<file path="src/rtl/mem_access_arbiter.sv">
// mem_access_arbiter
// Shares one single-port memory between the instruction-fetch requester and
// the load/store requester of a multicycle CPU.
// A request is latched in IDLE, issued for exactly one cycle in ISSUE, timed
// through WAIT by a 4-bit down-counter, and then completed with a one-cycle
// Done pulse to the owner in DONE.
// When both requesters ask in the same IDLE cycle, the one not granted last
// wins.
// Optional feature macro: MEM_ARB_POSTED_WRITE_EN. When it is defined, stores
// skip WAIT and complete in the cycle after ISSUE.
// LATENCY must lie in 1..15 so that LATENCY-1 fits the 4-bit counter.
module mem_access_arbiter #(
  parameter int ADDR_W  = 32,
  parameter int DATA_W  = 32,
  parameter int LATENCY = 2
) (
  input  logic              Clk,
  input  logic              Reset_n,
  input  logic              FetchReq,
  input  logic [ADDR_W-1:0] FetchAddr,
  output logic              FetchDone,
  output logic [DATA_W-1:0] FetchData,
  input  logic              DataReq,
  input  logic              DataWe,
  input  logic [ADDR_W-1:0] DataAddr,
  input  logic [DATA_W-1:0] DataWData,
  output logic              DataDone,
  output logic [DATA_W-1:0] DataRData,
  output logic [ADDR_W-1:0] MemAddr,
  output logic              MemRead,
  output logic              MemWrite,
  output logic [DATA_W-1:0] MemWData,
  input  logic [DATA_W-1:0] MemRData,
  output logic              Busy,
  output logic              Owner
);

  typedef enum logic [1:0] {
    IDLE  = 2'd0,
    ISSUE = 2'd1,
    WAIT  = 2'd2,
    DONE  = 2'd3
  } state_t;

  // Value loaded into the counter at ISSUE; it reaches zero in the last WAIT cycle.
  localparam logic [3:0] CNT_LOAD = 4'(LATENCY - 1);

  state_t              state_reg, state_next;
  logic [3:0]          cnt_reg, cnt_next;
  logic                owner_reg, owner_next;
  logic                last_owner_reg, last_owner_next;
  logic [ADDR_W-1:0]   addr_reg, addr_next;
  logic                we_reg, we_next;
  logic [DATA_W-1:0]   wdata_reg, wdata_next;
  logic [DATA_W-1:0]   fetch_data_reg, fetch_data_next;
  logic [DATA_W-1:0]   data_rdata_reg, data_rdata_next;
  logic                grant_data;

  // State register and latched transaction fields; reset clears everything at once.
  always_ff @(posedge Clk or negedge Reset_n) begin
    if (!Reset_n) begin
      state_reg      <= IDLE;
      cnt_reg        <= 4'd0;
      owner_reg      <= 1'b0;
      last_owner_reg <= 1'b0;
      addr_reg       <= '0;
      we_reg         <= 1'b0;
      wdata_reg      <= '0;
      fetch_data_reg <= '0;
      data_rdata_reg <= '0;
    end else begin
      state_reg      <= state_next;
      cnt_reg        <= cnt_next;
      owner_reg      <= owner_next;
      last_owner_reg <= last_owner_next;
      addr_reg       <= addr_next;
      we_reg         <= we_next;
      wdata_reg      <= wdata_next;
      fetch_data_reg <= fetch_data_next;
      data_rdata_reg <= data_rdata_next;
    end
  end

  // Next-state logic: arbitration in IDLE, latency timing in WAIT, read-data capture.
  always_comb begin
    state_next      = state_reg;
    cnt_next        = cnt_reg;
    owner_next      = owner_reg;
    last_owner_next = last_owner_reg;
    addr_next       = addr_reg;
    we_next         = we_reg;
    wdata_next      = wdata_reg;
    fetch_data_next = fetch_data_reg;
    data_rdata_next = data_rdata_reg;
    // Data wins a conflict only when fetch was granted last.
    grant_data      = DataReq && (!FetchReq || !last_owner_reg);

    case (state_reg)
      IDLE: begin
        if (FetchReq || DataReq) begin
          owner_next      = grant_data;
          last_owner_next = grant_data;
          addr_next       = grant_data ? DataAddr : FetchAddr;
          we_next         = grant_data && DataWe;
          wdata_next      = grant_data ? DataWData : '0;
          state_next      = ISSUE;
        end
      end
      ISSUE: begin
        cnt_next = CNT_LOAD;
`ifdef MEM_ARB_POSTED_WRITE_EN
        // Posted stores need no memory response, so they finish right away.
        state_next = we_reg ? DONE : WAIT;
`else
        state_next = WAIT;
`endif
      end
      WAIT: begin
        if (cnt_reg == 4'd0) begin
          // Only reads return data; a store leaves both data registers alone.
          if (!we_reg) begin
            if (owner_reg) data_rdata_next = MemRData;
            else           fetch_data_next = MemRData;
          end
          state_next = DONE;
        end else begin
          cnt_next = cnt_reg - 4'd1;
        end
      end
      DONE: begin
        // Request levels seen here are ignored; IDLE re-samples them.
        state_next = IDLE;
      end
      default: state_next = IDLE;
    endcase
  end

  // Outputs decoded from state and the latched fields; strobes only during ISSUE.
  always_comb begin
    MemAddr   = addr_reg;
    MemWData  = wdata_reg;
    MemRead   = (state_reg == ISSUE) && !we_reg;
    MemWrite  = (state_reg == ISSUE) && we_reg;
    FetchDone = (state_reg == DONE) && !owner_reg;
    DataDone  = (state_reg == DONE) && owner_reg;
    FetchData = fetch_data_reg;
    DataRData = data_rdata_reg;
    Busy      = (state_reg != IDLE);
    Owner     = owner_reg;
  end

endmodule

</file>
<file path="config.mk">
export PLATFORM = sky130hd
export DESIGN_NAME = mem_access_arbiter
export DESIGN_NICKNAME = d
export VERILOG_FILES = /design/src/rtl/mem_access_arbiter.sv
export SDC_FILE = /design/constraint.sdc
export NUM_CORES = 1
export LEC_CHECK = 0
export BUFFER_PORTS_ARGS = -buffer_cell sky130_fd_sc_hd__buf_2
export CAP_MARGIN = 20
export CORE_MARGIN = 1
export CORE_UTILIZATION = 40
export CTS_CLUSTER_DIAMETER = 200
export CTS_CLUSTER_SIZE = 25
export DETAILED_ROUTE_END_ITERATION = 6
export PLACE_DENSITY_LB_ADDON = 0.25
export REMOVE_ABC_BUFFERS = 1
export SLEW_MARGIN = 40
export SYNTH_ARGS = -nofsm -noshare
export SYNTH_HDL_FRONTEND = slang
export SYNTH_SLANG_ARGS = --single-unit
</file>
<file path="constraint.sdc">
create_clock -name Clk -period 1.7 [get_ports Clk]
set_input_delay 0.34 -clock Clk [delete_from_list [all_inputs] [get_ports Clk]]
set_output_delay 0.34 -clock Clk [all_outputs]
set_load 0.02 [all_outputs]
</file>
==> results.cfg <==
[worst_setup_path]
cp-start-kind = register
cp_slowest_stage_delay_ns = 0.40
r2r_cells = 7
crit_path_top_delay_cell = dfrtp_1
r2r-start = state_reg[1]
crit_path_start = state_reg[1]
endpoint_kind = output port
cp_num_buf_inv = 3
cp_top_family = flip-flops
worstPathRequired_ns = 1.36
crit_top_cell = buf_6
worstSetupPathType = register to output port
arrival_ns = 1.40
path_cells = buf_6, inv_6, ha_4, nor2b_4, buf_6
crit_cells = 5
cp_max_fo = 3

[yosys]
syn_inst = 397
yosys_warnings = 0
yosysUniqueCellTypes = 39
synth_edf_count = 0
ys_seq_area_share_pct = 60.1
async_reset_ff_share_pct = 100
yosys_most_used_dff = dfrtp_1
synth_area_um2 = 5660
synth_area_per_cell_um2 = 14.3
ys_ff_latch = 136

[clock_tree]
clock_sinks = 136
cts_tree = yes
root_buffer = clkbuf_16
cts_buffers = 17
htree_levels = 4
clock_latency_ns = 0.42
clock_path_buffers = 2
clk_pin_slew_ns = 0.06

[finish]
n_antenna_cell = 0
final_common_cell = buf_2
final_util_pct = 61.1
drive_above_1_share_pct = 59.6
fin_nets = 827
nFillCells = 1064
layout_common_cells = 260 x buf_2, 136 x dfrtp_1, 64 x mux2_4
syn_to_final_growth_pct = 49.1

[die]
dieArea_um2 = 14600
start_util_pct = 41.0
rows = 43
die_x_um = 121
core-area_um2 = 13800
die_y_um = 121
pin_count = 267

[sta]
rsz0062_at_grt = true
drv_slew = 0
fin_ws_ns = -0.0411
fin_crit_sh_pct = 102
fmaxAchievable_ghz = 0.574
final-hold-violation-count = 0
setup_viol = 4
worst_slew_margin_rel_pct = 67.6
max_slew.worst_pin.slew_ns = 0.484
skew_ns = 0.00914
period_needed_ns = 1.74
setup_tns_ns = -0.0983

[place]
dp_hpwl_mm = 9.95
gp_congestion = 0.745
dp_slack_ns = 0.00615
numPortBuffers = 266

[min_path]
worstHoldPathCells = 2
hold_start = DataWData[24]
min_path_type = input pin to register

[run]
cap_violations = 0

[route]
viasPerCell = 4.83
first_iter_violations = 136
wl_mm = 14.7
drc = 0
firstDrtPassIters = 4
wl_per_cell_um = 16.7
ant_nets = 0
vias = 4253

[global_route]
grt_pass1_wl_mm = 21.5
grt_pass1_vias = 4199
antenna_found_initial = 1
grtUsageTotal_pct = 19.4
grt_max_degree = 59
grt_overflow = 0

[status]
failed_checks = negative setup slack
outcome = finished with violations

[power_and_ir_drop]
power_density_nw_per_um2 = 2110
power_uw = 17800
ir_drop_mv = 0.866
p_leak_uw = 0.00448
-- worst reg2reg max path: cells and delay by family, from the launching register on --
family	cells	cell delay [ns]
simple gates	2	0.31
fa+ha+maj	1	0.12
flops	1	0.38
buf+inv	3	0.46
mux	1	0.31
-- worst paths after layout --
path | end | slack [ns]
min in group asynchronous | FetchData[28] | 0.44
setup / recovery | MemRead | -0.04
max in group asynchronous | FetchData[14] | 0.63
hold / removal | MemWData[24] | 0.14
setup reg to reg | FetchData[6] | 0.01
hold reg to reg | MemAddr[10] | 0.47
-- per-layer routing --
layer | track usage, % | vias up | wire length [um]
met5 | 0 | - | 11
met4 | 8.18 | 2 | 161
met3 | 5.87 | 14 | 1040
met2 | 30.2 | 178 | 7140
met1 | 24.9 | 2063 | 6320
li1 | - | 1996 | -
-- per-stage QoR --
step                area, um^2  std cells  hold WS [ns]
floorplan                 5470        371        0.0444
global placement          7330        839         0.309
detailed placement        7330        839         0.315
CTS                       8130        874         0.114
global route              8440        881         0.122
finish                    8440        881         0.138
-- synthesized netlist by cell type, types with 2 or more instances --
cell | number | area (um^2)
ha_1 | 6 | 75.1
nor2_1 | 2 | 7.51
nand2_1 | 33 | 124
mux2_1 | 6 | 67.6
mux2_2 | 30 | 338
o21ai_0 | 34 | 170
inv_1 | 5 | 18.8
clkbuf_1 | 8 | 30.0
dfrtp_1 | 136 | 3400
buf_2 | 6 | 30.0
buf_12 | 3 | 60.1
and2_1 | 3 | 18.8
a22o_1 | 33 | 289
mux2_4 | 30 | 450
nor2b_1 | 2 | 12.5
mux2i_1 | 32 | 320
buf_4 | 6 | 45.0
-- area by class of cell --
cell class                      count  area [um^2]  area share (%)
Inverter                            5         23.8           0.282
Timing Repair Buffer              298         1840            21.8
Sequential cell                   136         3400            40.3
Clock buffer                       17          425            5.04
Multi-Input combinational cell    230         2270            26.9
Tap cell                          180          225            2.67
Clock inverter                     15          249            2.95
-- repair_timing --
item / 4_1_cts / 5_1_grt
resized for setup: 26 / 48
endpoints found under the setup margin: 11 / 70
endpoints found under the hold margin: 46 / 0
buffers inserted: 2 / 2
hold buffers: 1 / 0
pin swaps: 1 / 4
gates cloned: 1 / 5
-- power breakdown --
| part | total [uW] | switching [uW] | leakage, uW | internal [uW] |
|---|---|---|---|---|
| combinational | 7890 | 4220 | 0.00247 | 3680 |
| clock | 4190 | 1430 | 0.000323 | 2760 |
| sequential | 5710 | 928 | 0.00169 | 4790 |
| total | 17800 | 6570 | 0.00448 | 11200 |
-- cells by family (layout without fill, tap and decap cells) --
logic type      Yosys count  in the layout  share of synthesized area, %
simple gates             50             50                          4.60
flops                   136            136                          60.1
mux                      98             98                          20.8
buf+inv                  31            335                          3.78
fa+ha+maj                 6              6                          1.33
compound gates           76             76                          9.43
(Power assumes the default switching activity.)
